File: src/rtl/return_data_proc.sv
// Return Data Processor: buffers tagged stu_cntl result packets, resolves each tag to a
// manager/lane/stream route through a WU-loaded tag table, and forwards words to noc_cntl.
module return_data_proc #(
    parameter int DATA_W   = 32,
    parameter int TAG_W    = 4,
    parameter int MGR_ID_W = 6,
    parameter int LANE_W   = 5,
    parameter int FIFO_D   = 4
) (
    input  logic                clk,
    input  logic                reset_poweron,
    input  logic                stuc__rdp__valid,
    input  logic [1:0]          stuc__rdp__cntl,
    output logic                rdp__stuc__ready,
    input  logic [TAG_W-1:0]    stuc__rdp__tag,
    input  logic [DATA_W-1:0]   stuc__rdp__data,
    input  logic                wud__rdp__wr,
    input  logic [TAG_W-1:0]    wud__rdp__tag,
    input  logic [MGR_ID_W-1:0] wud__rdp__dest,
    input  logic [LANE_W-1:0]   wud__rdp__laneId,
    input  logic [1:0]          wud__rdp__strmId,
    input  logic                noc__rdp__dp_ready,
    output logic                rdp__noc__dp_valid,
    output logic [1:0]          rdp__noc__dp_cntl,
    output logic [1:0]          rdp__noc__dp_type,
    output logic [MGR_ID_W-1:0] rdp__noc__dp_peId,
    output logic [LANE_W-1:0]   rdp__noc__dp_laneId,
    output logic [1:0]          rdp__noc__dp_strmId,
    output logic [DATA_W-1:0]   rdp__noc__dp_data,
    output logic [7:0]          rdp__sys__drop_count
);
    localparam int PTR_W = $clog2(FIFO_D);
    localparam int NTAG  = 1 << TAG_W;
    localparam logic [1:0] C_SOM = 2'b00, C_SOD = 2'b01, C_MOD = 2'b10, C_EOD = 2'b11;
    localparam logic [PTR_W:0] FULL_CNT = (PTR_W + 1)'(FIFO_D);

    typedef struct packed {
        logic [1:0]        cntl;
        logic [TAG_W-1:0]  tag;
        logic [DATA_W-1:0] data;
    } word_t;

    typedef struct packed {
        logic                vld;
        logic [MGR_ID_W-1:0] dest;
        logic [LANE_W-1:0]   lane;
        logic [1:0]          strm;
    } route_t;

    typedef enum logic [1:0] {IDLE, LOOKUP, SEND, DROP} state_t;

    word_t            fifo_q [FIFO_D];
    logic [PTR_W-1:0] wptr_q, rptr_q;
    logic [PTR_W:0]   cnt_q;
    route_t           tbl_q [NTAG];
    route_t           route_q, route_d;
    logic [TAG_W-1:0] rtag_q, rtag_d;
    state_t           state_q, state_d;
    logic [7:0]       drop_q;

    logic  empty, push, pop, load, clr, drop_inc, head_end;
    word_t head;

    assign head             = fifo_q[rptr_q];
    assign empty            = (cnt_q == '0);
    assign rdp__stuc__ready = (cnt_q != FULL_CNT);
    assign push             = stuc__rdp__valid && rdp__stuc__ready;
    assign head_end         = (head.cntl == C_EOD) || (head.cntl == C_SOM);
    assign rdp__sys__drop_count = drop_q;

    always_comb begin
        state_d  = state_q;
        route_d  = route_q;
        rtag_d   = rtag_q;
        pop      = 1'b0;
        load     = 1'b0;
        clr      = 1'b0;
        drop_inc = 1'b0;
        case (state_q)
            IDLE: if (!empty) begin
                if (head.cntl == C_SOM || head.cntl == C_SOD) begin
                    route_d = tbl_q[head.tag];
                    rtag_d  = head.tag;
                    state_d = LOOKUP;
                end else begin
                    // orphan MOD/EOD: discarded word by word, each counted
                    pop      = 1'b1;
                    drop_inc = 1'b1;
                end
            end
            LOOKUP: state_d = route_q.vld ? SEND : DROP;
            SEND: if (!empty && (!rdp__noc__dp_valid || noc__rdp__dp_ready)) begin
                pop  = 1'b1;
                load = 1'b1;
                if (head_end) begin
                    clr     = 1'b1;
                    state_d = IDLE;
                end
            end
            DROP: if (!empty) begin
                pop = 1'b1;
                if (head_end) begin
                    drop_inc = 1'b1;
                    state_d  = IDLE;
                end
            end
            default: state_d = IDLE;
        endcase
    end

    always_ff @(posedge clk) begin
        if (push) fifo_q[wptr_q] <= word_t'{stuc__rdp__cntl, stuc__rdp__tag, stuc__rdp__data};
    end

    always_ff @(posedge clk or posedge reset_poweron) begin
        if (reset_poweron) begin
            wptr_q  <= '0;
            rptr_q  <= '0;
            cnt_q   <= '0;
            state_q <= IDLE;
            route_q <= '0;
            rtag_q  <= '0;
            drop_q  <= '0;
        end else begin
            if (push) wptr_q <= wptr_q + 1'b1;
            if (pop)  rptr_q <= rptr_q + 1'b1;
            case ({push, pop})
                2'b10:   cnt_q <= cnt_q + 1'b1;
                2'b01:   cnt_q <= cnt_q - 1'b1;
                default: cnt_q <= cnt_q;
            endcase
            state_q <= state_d;
            route_q <= route_d;
            rtag_q  <= rtag_d;
            if (drop_inc && drop_q != 8'hFF) drop_q <= drop_q + 1'b1;
        end
    end

    // Write is ordered after the end-of-packet clear so a same-cycle reload survives.
    always_ff @(posedge clk or posedge reset_poweron) begin
        if (reset_poweron) begin
            for (int i = 0; i < NTAG; i++) tbl_q[i] <= '0;
        end else begin
            if (clr) tbl_q[rtag_q].vld <= 1'b0;
            if (wud__rdp__wr)
                tbl_q[wud__rdp__tag] <= route_t'{1'b1, wud__rdp__dest, wud__rdp__laneId, wud__rdp__strmId};
        end
    end

    always_ff @(posedge clk or posedge reset_poweron) begin
        if (reset_poweron) begin
            rdp__noc__dp_valid  <= 1'b0;
            rdp__noc__dp_cntl   <= '0;
            rdp__noc__dp_type   <= '0;
            rdp__noc__dp_peId   <= '0;
            rdp__noc__dp_laneId <= '0;
            rdp__noc__dp_strmId <= '0;
            rdp__noc__dp_data   <= '0;
        end else if (load) begin
            rdp__noc__dp_valid  <= 1'b1;
            rdp__noc__dp_cntl   <= head.cntl;
            rdp__noc__dp_type   <= 2'b01;
            rdp__noc__dp_peId   <= route_q.dest;
            rdp__noc__dp_laneId <= route_q.lane;
            rdp__noc__dp_strmId <= route_q.strm;
            rdp__noc__dp_data   <= head.data;
        end else if (noc__rdp__dp_ready) begin
            rdp__noc__dp_valid  <= 1'b0;
        end
    end
endmodule

File: config.mk
export PLATFORM = sky130hd
export DESIGN_NAME = return_data_proc
export DESIGN_NICKNAME = d
export VERILOG_FILES = /design/src/rtl/return_data_proc.sv
export SDC_FILE = /design/constraint.sdc
export NUM_CORES = 1
export LEC_CHECK = 0
export CAP_MARGIN = 20
export CORE_MARGIN = 2
export CORE_UTILIZATION = 45
export CTS_CLUSTER_SIZE = 8
export DETAILED_ROUTE_END_ITERATION = 6
export PLACE_DENSITY_LB_ADDON = 0.2
export SLEW_MARGIN = 15
export SYNTH_ARGS = -nofsm -noshare
export SYNTH_HDL_FRONTEND = slang
export SYNTH_SLANG_ARGS = --single-unit
File: constraint.sdc
create_clock -name clk -period 18.6 [get_ports clk]
set_clock_uncertainty 0.15 [all_clocks]
set_input_delay 1.86 -clock clk [delete_from_list [all_inputs] [get_ports clk]]
set_output_delay 1.86 -clock clk [all_outputs]
set_load 0.01 [all_outputs]
==> out/qor.txt, run 1 <==
Adder-Cell Fraction of Synth Area -> 0.00876
Antenna violations before repair -> 1
Crit-path max FO -> 95
Syn Area/Cell -> 15.7 sq um
Number of gates resized after cts -> 0
Yosys top cell by area -> dfrtp_1
I/O Buffers -> 117
Final cell count without fillers -> 1,977
Vias post-DR -> 10,700
Post-Route WL -> 41,400 microns
Die H -> 212 microns
Post-synthesis compound-gate area fraction -> 0.0319
Clk slew on worst S/H paths -> 0.05 ns
Cell count after synthesis -> 1,236
Simple-gate share of the synthesized area -> 0.0412
Dominant cells by area after synthesis -> dfrtp_1 (40%), edfxtp_1 (23%), mux2_2 (9.7%)
Storage cell area -> 12,300 sq um
CTS Buf Count -> 67
Sum Neg Setup Slack -> 0 ns
Vias per inst -> 5.39
Setup Buffers After CTS -> 0
Combinational share of power -> 0.304
Vias in the first global route -> 11,500
Nets -> 1,435
Critical Path Max Stage Delay -> 0.86 ns
Psw -> 1.13 mW
Post-Synth XOR/XNOR Area -> 0.00586
Syn. warnings -> 0
Status -> finished clean
Synth top area share -> 0.397
Minimum clock period -> 4.29 ns
GRT Overall Usage -> 0.193
GRT overflow -> 0
Iter 0 DRT Violations -> 558
Async SR Flop Fraction -> 0.670
Relative slew slack -> 0.278
Switching share of total power -> 0.305
RSZ-0062 raised after global routing -> no
Synth cell types -> 45
#FFs+latches synth -> 460
Filler Cell Count -> 3,534
Routability Congestion -> 0.766
Post-Place Cells -> 1,877
CP Capture Type -> async pin
Deepest clock path buffer count -> 3
Area Overhead vs Synth -> 18.6%
CP arrival -> 4.70 ns
Most frequent cell on the critical path -> buf_4
FMAX -> 233 MHz
Clock Latency Late Sink -> 0.59 ns
Drt drc -> 0
EDFF count, synth -> 152
Starting Density -> 0.453
Footprint of the multi-input gates -> 6720 sq um
Clk sinks -> 460
Post-synthesis sequential area ratio -> 0.632
Min-Delay Path Depth -> 1
Core Area -> 42,900 sq um
Root buf cell -> clkbuf_16
Largest family of logic cells by synthesized area -> multiplexers
Register-to-Register Path Depth -> 7
Pint -> 2.56 mW
Worst path bufs/invs -> 4
CTS tree -> built
Cell Chain, Critical Path -> clkdlybuf4s50_1, inv_8, buf_4, buf_4
Slew Viols, Final -> 0
Worst path depth -> 4
First-pass GRT wire length -> 65,600 microns
# IOs -> 119
Largest net degree at the start of global routing -> 96
Setup CP Type -> input port to async pin
Synth Net Count -> 1,309
Prevailing post-synth register cell -> dfrtp_1
Startpoint Class -> input port
Slew @ Worst Pin -> 1.08 ns
Slowest CP cell -> buf_4
Ant. Diodes -> 0
Lkg Pwr -> 9.31 nW
Mux share of post-synthesis cell area -> 0.254
Antenna-violating nets left -> 0
WL per Instance -> 20.9 microns
Hold-fix buffers at CTS -> 0
First-pass DRT Iterations -> 4
Layout cell share with drive strength beyond 1 -> 0.231
Max-cap viol count -> 0
Mapped Area -> 19,400 sq um
Hpwl dp -> 24,000 microns
CTS H-tree lvls -> 3
Critical path's top delay family -> buffers and inverters
Pwr Density -> 160 nW/um^2
Setup violators final -> 0
Hold WC Path Type -> flip-flop to flip-flop
Rows -> 76
Seq pwr share -> 0.394
Final hold violations -> 0
Clock Power Share -> 0.302
Required @ worst endpoint -> 19.01 ns
Die ar. -> 44,900 sq um
Crit share post-route -> 0.231
Die width -> 212 microns
Max IR drop VDD -> 0.107 mV
==> state kept, by name, indices dropped and copies added, names as in the netlist <==
signal / cells
rdp__noc__dp_type: 1
route_q: 14
rdp__noc__dp_peId: 6
cnt_q: 3
rdp__noc__dp_data: 32
rtag_q: 4
rdp__sys__drop_count: 8
tbl_q: 224
fifo_q: 152
wptr_q: 2
rptr_q: 2
rdp__noc__dp_cntl: 2
rdp__noc__dp_valid: 1
state_q: 2
rdp__noc__dp_strmId: 2
rdp__noc__dp_laneId: 5
==> cells by family (layout without fill, tap and decap cells) <==
logic type / Yosys count / count (layout)
flops: 460 / 460
mux: 410 / 410
simple gates: 157 / 157
buf+inv: 92 / 248
compound gates: 90 / 90
fa+ha+maj: 13 / 13
xor+xnor: 13 / 13
other cells: 1 / 1
==> power groups by stage <==
stage / sequential [mW] / clock, mW / combinational [mW]
2_1_floorplan: 1.46 / 0 / 0.812
3_3_place_gp: 1.46 / 0 / 1.12
3_5_place_dp: 1.47 / 0 / 1.14
4_1_cts: 1.46 / 1.14 / 1.14
5_1_grt: 1.49 / 1.18 / 1.23
6_report: 1.46 / 1.11 / 1.12
==> final timing paths <==
check                                                       from                            endpoint  slack (ns)
worst max-delay path                               reset_poweron              tbl_q[108]$_DFFE_PP0P_       14.31
worst min-delay path            rdp__noc__dp_type[0]$_DFFE_PP0P_    rdp__noc__dp_type[0]$_DFFE_PP0P_        0.33
max in group clk                           rptr_q[0]$_DFFE_PP0P_              route_q[2]$_DFFE_PP0P_       14.39
worst max register to register             rptr_q[0]$_DFFE_PP0P_              route_q[2]$_DFFE_PP0P_       14.39
worst min register to register  rdp__noc__dp_type[0]$_DFFE_PP0P_    rdp__noc__dp_type[0]$_DFFE_PP0P_        0.33
min in group asynchronous                          reset_poweron  rdp__noc__dp_strmId[1]$_DFFE_PP0P_        1.65
==> cell type report <==
class / count / share of cell area
Tap cell: 585 / 0.0318
Sequential cell: 460 / 0.533
Clock buffer: 92 / 0.0778
Timing Repair Buffer: 136 / 0.0576
Multi-Input combinational cell: 684 / 0.292
Inverter: 13 / 0.00244
Clock inverter: 7 / 0.00614
==> Yosys cell counts (2+ instances only) <==
master / instances
dfrtp_1: 308
mux2_2: 168
edfxtp_1: 152
mux2_1: 118
mux2i_1: 86
nand2_1: 61
mux4_2: 38
buf_2: 35
a22oi_1: 28
o211ai_1: 28
clkbuf_1: 25
o21ai_0: 24
nand3_1: 19
nand4_1: 19
buf_6: 15
nand2b_1: 14
ha_1: 12
inv_1: 12
nor2_1: 12
xnor2_1: 9
or3_1: 8
and3_1: 6
nor3_1: 5
nor2b_1: 4
xor2_1: 4
a21oi_1: 3
a21o_1: 2
and2_1: 2
buf_1: 2
buf_4: 2
==> layer usage <==
| metal | up-vias | part of all wire | GRT usage |
|---|---|---|---|
| li1 | 4869 | - | - |
| met1 | 5553 | 0.45 | 0.249 |
| met2 | 182 | 0.49 | 0.321 |
| met3 | 58 | 0.046 | 0.0484 |
| met4 | 2 | 0.019 | 0.0624 |
| met5 | - | 0.00031 | 0 |
==> cells in the final DEF, fill, tap and decap left out, drive strengths merged, types with 3 or more instances in the layout <==
cell             n
buf             19
o211ai          29
clkinv           4
dfrtp          308
xnor2            9
clkdlybuf4s50  117
and3             6
mux4            38
nand4           19
nand2           61
nor3             6
nand2b          14
o21ai           25
inv             15
edfxtp         152
mux2           286
xor2             4
ha              12
nor2b            4
clkbuf          92
nand3           19
or3              8
a21oi            3
mux2i           86
nor2            12
a22oi           28
==> per-stage QoR <==
| step | area (sq um) | setup slack [ns] | util | total power [mW] | hold WS [ns] |
|---|---|---|---|---|---|
| floorplan | 19400 | 8.07 | - | 2.27 | 0.299 |
| global placement | 21100 | 13.59 | 0.492 | 2.58 | 0.314 |
| detailed placement | 21100 | 13.55 | 0.492 | 2.61 | 0.320 |
| CTS | 23000 | 14.17 | 0.537 | 3.75 | 0.334 |
| global route | 23000 | 13.92 | 0.537 | 3.90 | 0.339 |
| finish | 23000 | 14.31 | 0.537 | 3.69 | 0.328 |
No activity file was read; power rests on OpenSTA's default activity.
==> run 2: changes to the inputs <==
- clock period: 18.6 -> 3.5 ns (I/O delays scaled with it)
==> out/qor.txt, run 2 (synthesized netlist as in run 1, its figures left out) <==
Status -> finished clean
Drt drc -> 0 (unchanged)
CTS tree -> built
M1 GR Usage -> 0.260 (+0.0112)
Final hold violations -> 0 (unchanged)
Deepest clock path buffer count -> 3 (unchanged)
Crit-path max FO -> 4 (-96%)
Seq pwr share -> 0.391 (-0.003)
Clock Power Share -> 0.301 (about the same)
Setup violators final -> 0 (unchanged)
Vias post-DR -> 10,800 (+1.5%)
Area Overhead vs Synth -> 19.9%
Max-cap viol count -> 0 (unchanged)
First-pass DRT Iterations -> 5 (+1)
Pint -> 13.6 mW (+430%)
Most common cell after layout, fill and taps aside -> dfrtp_1
Die ar. -> 44,900 sq um (unchanged)
Slew @ Worst Pin -> 0.963 ns (-0.120 ns)
WL per Instance -> 21.4 microns (+2.1%)
First-pass GRT wire length -> 67,800 microns (+3.3%)
Psw -> 6.15 mW (+440%)
Clk sinks -> 460 (unchanged)
Grt peak-use layer -> met2
GRT Overall Usage -> 0.200 (+0.00717)
Hpwl dp -> 26,000 microns (+8.2%)
Sum Neg Setup Slack -> 0 ns (unchanged)
Clock Latency Late Sink -> 0.61 ns (+0.02 ns)
Core Area -> 42,900 sq um (unchanged)
Starting Density -> 0.453 (unchanged)
Setup Buffers After CTS -> 0 (unchanged)
CP arrival -> 3.62 ns (-1.08 ns)
Post-Route WL -> 42,800 microns (+3.5%)
CP Capture Type -> flip-flop
Vias in the first global route -> 11,700 (+2.0%)
I/O Buffers -> 117 (unchanged)
Switching share of total power -> 0.311 (+0.00517)
Antenna violations before repair -> 3 (+2)
Place WS -> 0.253 ns (-13.30 ns)
FMAX -> 307 MHz
Largest net degree at the start of global routing -> 77 (-20%)
Filler Cell Count -> 3,501 (-0.93%)
Largest Register -> tbl_q
Ant. Diodes -> 0 (unchanged)
Layout cell share with drive strength beyond 1 -> 0.242 (+0.0104)
Clk slew on worst S/H paths -> 0.05 ns (about the same)
Biggest regs -> tbl_q x224, fifo_q x152, rdp__noc__dp_data x32
Hold WC Path Type -> input port to async pin
GR Util met2 -> 0.321 (about the same)
Startpoint Class -> flip-flop
Vias per inst -> 5.40 (+0.12%)
Relative slew slack -> 0.358 (+0.0800)
Max FFs per register -> 224 (unchanged)
Min Hold Slack -> 0.0672 ns (-0.260 ns)
Root buf cell -> clkbuf_16
CTS H-tree lvls -> 3 (unchanged)
Setup CP Type -> flip-flop to flip-flop
R2R setup slack -> 0.25 ns (-14.14 ns)
# IOs -> 119 (unchanged)
Commonest cells after routing, fill and taps aside -> dfrtp_1 (306), mux2_2 (168), edfxtp_1 (152)
Combinational share of power -> 0.308 (+0.004)
Rows -> 76 (unchanged)
Lkg Pwr -> 9.45 nW (+1.5%)
RSZ-0062 raised after global routing -> no
Final core utilization -> 0.543 (+0.00586)
Iter 0 DRT Violations -> 477 (-15%)
Crit share post-route -> 0.930
CTS Buf Count -> 67 (unchanged)
Antenna-violating nets left -> 0 (unchanged)
Routability Congestion -> 0.776 (+1.3%)
Setup WS post-layout -> 0.246 ns (-14.06 ns)
Pwr Density -> 850 nW/um^2 (+430%)
Number of gates resized after cts -> 0 (unchanged)
Die H -> 212 microns (unchanged)
Die width -> 212 microns (unchanged)
Nets -> 1,460 (+1.7%)
Slew Viols, Final -> 0 (unchanged)
GRT overflow -> 0 (unchanged)
GR Layer Usage met3 -> 0.0558 (+0.00742)
Required @ worst endpoint -> 3.87 ns (-15.14 ns)
Hold-fix buffers at CTS -> 0 (unchanged)
Max IR drop VDD -> 0.663 mV (+520%)
Minimum clock period -> 3.25 ns
[run 2: cell types whose count changed in the layout (fill, tap and decap cells not counted), sizes merged]
cell	previous run	this run
buf	19	44
clkinv	4	7
inv	15	12
clkbuf	92	94
bufinv	1	0
clkinvlp	0	1
[run 2: cell type report]
type	count	area, sq um	area share
clock inverter	7	173	0.00741
tap	585	732	0.0314
clock buffer	94	1790	0.0768
timing repair buffer	161	1580	0.0677
multi-input combinational	684	6700	0.287
inverter	13	52.6	0.00226
sequential	460	12300	0.527
[run 2: final timing paths]
check / from / to / depth (start not counted)
min in group clk: stuc__rdp__data[23] / fifo_q[0][23]$_DFFE_PP_ / 1
max in group asynchronous: reset_poweron / rdp__noc__dp_laneId[3]$_DFFE_PP0P_ / 3
max: rptr_q[0]$_DFFE_PP0P_ / cnt_q[2]$_DFFE_PP0P_ / 11
min: reset_poweron / rdp__noc__dp_strmId[1]$_DFFE_PP0P_ / 2
min reg2reg: rdp__noc__dp_type[0]$_DFFE_PP0P_ / rdp__noc__dp_type[0]$_DFFE_PP0P_ / 1
max reg2reg: rptr_q[0]$_DFFE_PP0P_ / cnt_q[2]$_DFFE_PP0P_ / 11
[run 2: critical path, stage by stage, from the launching register on]
cell and delay, ns:
dfrtp_2 0.40, mux4_2 0.53, ha_1 0.24, nor3b_1 0.35, o21ai_0 0.13, a21oi_1 0.30
ha_1 0.24, inv_1 0.06, fa_1 0.37, xor2_1 0.15, nor2_1 0.11, xor2_1 0.16
[run 2: routing by layer]
layer / routed length, microns / part of all wire
met4: 1240 / 0.029
met3: 2180 / 0.051
met1: 18900 / 0.44
met2: 20500 / 0.48
met5: 39 / 0.00091
[run 2: power groups by stage]
stage | Sequential [mW] | Combinational (mW) | Clock, mW
5_1_grt | 7.90 | 6.69 | 6.33
3_5_place_dp | 7.81 | 6.18 | 0
6_report | 7.74 | 6.10 | 5.95
3_3_place_gp | 7.76 | 6.09 | 0
2_1_floorplan | 7.76 | 4.32 | 0
4_1_cts | 7.74 | 6.20 | 6.11
[run 2: metrics by stage]
stage | cells | power (mW) | cell area, sq um
6_report | 2004 | 19.8 | 23300
3_5_place_dp | 1903 | 14.0 | 21300
3_3_place_gp | 1903 | 13.9 | 21300
5_1_grt | 2004 | 20.9 | 23300
4_1_cts | 2004 | 20.1 | 23300
2_1_floorplan | 1236 | 12.1 | 19400
==> run 3: changes to the inputs <==
- CORE_MARGIN: 2 -> not set
==> out/qor.txt, run 3 (synthesized netlist as in run 1, its figures left out) <==
I/O Buffers -> 117 (unchanged)
Die ar. -> 44,000 sq um (-1.9%)
Max IR drop VDD -> 0.589 mV (-11%)
First-pass DRT Iterations -> 5 (unchanged)
Lkg Pwr -> 9.40 nW (-0.55%)
# IOs -> 119 (unchanged)
Min Hold Slack -> 0.133 ns (+0.0657 ns)
CP arrival -> 3.62 ns (about the same)
Critical Path Max Stage Delay -> 0.54 ns (about the same)
Largest Register -> tbl_q
Final hold violations -> 0 (unchanged)
Status -> finished clean
Max-cap viol count -> 0 (unchanged)
Die width -> 210 microns (-0.94%)
Final core utilization -> 0.547 (+0.00378)
Antenna violations before repair -> 0 (-3)
Slowest CP cell -> mux4_2
CTS Buf Count -> 67 (unchanged)
Commonest cells after routing, fill and taps aside -> dfrtp_1 (306), mux2_2 (168), edfxtp_1 (152)
RSZ-0062 raised after global routing -> no
CTS tree -> built
Setup violators final -> 0 (unchanged)
Routability Congestion -> 0.774 (-0.26%)
Relative slew slack -> 0.383 (+0.0250)
Sum Neg Setup Slack -> 0 ns (unchanged)
Setup CP Type -> flip-flop to flip-flop
GRT overflow -> 0 (unchanged)
Die H -> 210 microns (-0.94%)
Clk slew on worst S/H paths -> 0.05 ns (about the same)
First-pass GRT wire length -> 66,300 microns (-2.2%)
Number of gates resized after cts -> 0 (unchanged)
Largest net degree at the start of global routing -> 161 (+110%)
WL per Instance -> 21.3 microns (-0.17%)
Area Overhead vs Synth -> 18.9%
Rows -> 75 (-1.3%)
Crit share post-route -> 0.935 (+0.00566)
CP Capture Type -> flip-flop
Hpwl dp -> 25,300 microns (-2.7%)
Minimum clock period -> 3.27 ns (+0.0198 ns)
Root buf cell -> clkbuf_16
Slew @ Worst Pin -> 0.925 ns (-0.0385 ns)
Nets -> 1,458 (-0.14%)
Max FFs per register -> 224 (unchanged)
Starting Density -> 0.460 (+0.00706)
Hold WC Path Type -> input port to async pin
Antenna-violating nets left -> 0 (unchanged)
Vias post-DR -> 10,700 (-0.69%)
Setup Buffers After CTS -> 0 (unchanged)
Slew Viols, Final -> 0 (unchanged)
Clock Latency Late Sink -> 0.57 ns (-0.04 ns)
Required @ worst endpoint -> 3.84 ns (-0.03 ns)
Power, Total -> 19.6 mW (-0.94%)
Iter 0 DRT Violations -> 584 (+22%)
Hold-fix buffers at CTS -> 0 (unchanged)
Vias per inst -> 5.51 (+2.1%)
Layout cell share with drive strength beyond 1 -> 0.241 (-0.000756)
Core Area -> 42,200 sq um (-1.5%)
GRT Overall Usage -> 0.198 (-0.00273)
Ant. Diodes -> 0 (unchanged)
Drt drc -> 0 (unchanged)
Crit-path max FO -> 5 (+1)
CTS H-tree lvls -> 3 (unchanged)
Post-Route WL -> 41,600 microns (-2.9%)
Pwr Density -> 849 nW/um^2 (about the same)
Deepest clock path buffer count -> 3 (unchanged)
Most common cell after layout, fill and taps aside -> dfrtp_1
Startpoint Class -> flip-flop
Vias in the first global route -> 11,600 (-0.40%)
Biggest regs -> tbl_q x224, fifo_q x152, rdp__noc__dp_data x32
FMAX -> 305 MHz (-0.60%)
Clk sinks -> 460 (unchanged)
Cell Chain, Critical Path -> mux4_2, ha_1, nor3b_1, o21ai_0, a21oi_1, ha_1, inv_1, fa_1, xor2_1, nor2_1, xor2_1
[run 3: cell types whose count changed in the layout (fill, tap and decap cells not counted)]
| cell | before | now |
|---|---|---|
| clkinv_16 | 4 | 0 |
| bufinv_16 | 0 | 1 |
| clkinv_8 | 2 | 1 |
| buf_12 | 6 | 3 |
| clkbuf_8 | 1 | 0 |
| clkbuf_1 | 26 | 21 |
| buf_4 | 38 | 39 |
| clkbuf_16 | 67 | 68 |
| inv_6 | 0 | 3 |
[run 3: metal layers]
metal / part of all wire / track usage
met5: 0 / 0
met4: 0.026 / 0.0780
met3: 0.049 / 0.0459
met2: 0.49 / 0.331
met1: 0.43 / 0.248
[run 3: per-stage QoR]
stage	std cells	setup WS, ns	cell area (sq um)
floorplan	1236	-1.10	19400
global placement	1855	0.317	21200
detailed placement	1855	0.204	21200
CTS	1950	0.189	23100
global route	1950	0.00930	23100
finish	1950	0.226	23100
[run 3: worst paths after layout]
check,from,cells after the start,slack (ns),end
setup / recovery,rptr_q[0]$_DFFE_PP0P_,11,0.23,cnt_q[2]$_DFFE_PP0P_
hold / removal,reset_poweron,3,0.13,rdp__noc__dp_data[26]$_DFFE_PP0P_
setup reg to reg,rptr_q[0]$_DFFE_PP0P_,11,0.23,cnt_q[2]$_DFFE_PP0P_
hold reg to reg,tbl_q[54]$_DFFE_PP0P_,1,0.33,tbl_q[54]$_DFFE_PP0P_
max in group asynchronous,reset_poweron,3,2.23,tbl_q[33]$_DFFE_PP0P_
min in group clk,stuc__rdp__data[5],1,0.26,fifo_q[3][5]$_DFFE_PP_
[run 3: where the power goes]
part | switching, mW | internal (mW)
Combinational | 3.07 | 2.99
Clock | 2.22 | 3.59
Sequential | 0.671 | 7.06
[run 3: worst max-delay path, delay by kind of cell, from the launching register on]
kind            cells  cell delay (ns)
mux                 1             0.54
xor+xnor            2             0.29
simple gates        2             0.45
flops               1             0.42
fa+ha+maj           3             0.85
compound gates      2             0.45
buf+inv             1             0.06
[run 3: final cells by class]
cell class | count | area, sq um
Tap cell | 539 | 674
Clock buffer | 89 | 1780
Timing Repair Buffer | 159 | 1520
Multi-Input combinational cell | 684 | 6700
Clock inverter | 6 | 92.6
Sequential cell | 460 | 12300
Fill cell | 3449 | 19100
Inverter | 13 | 52.6
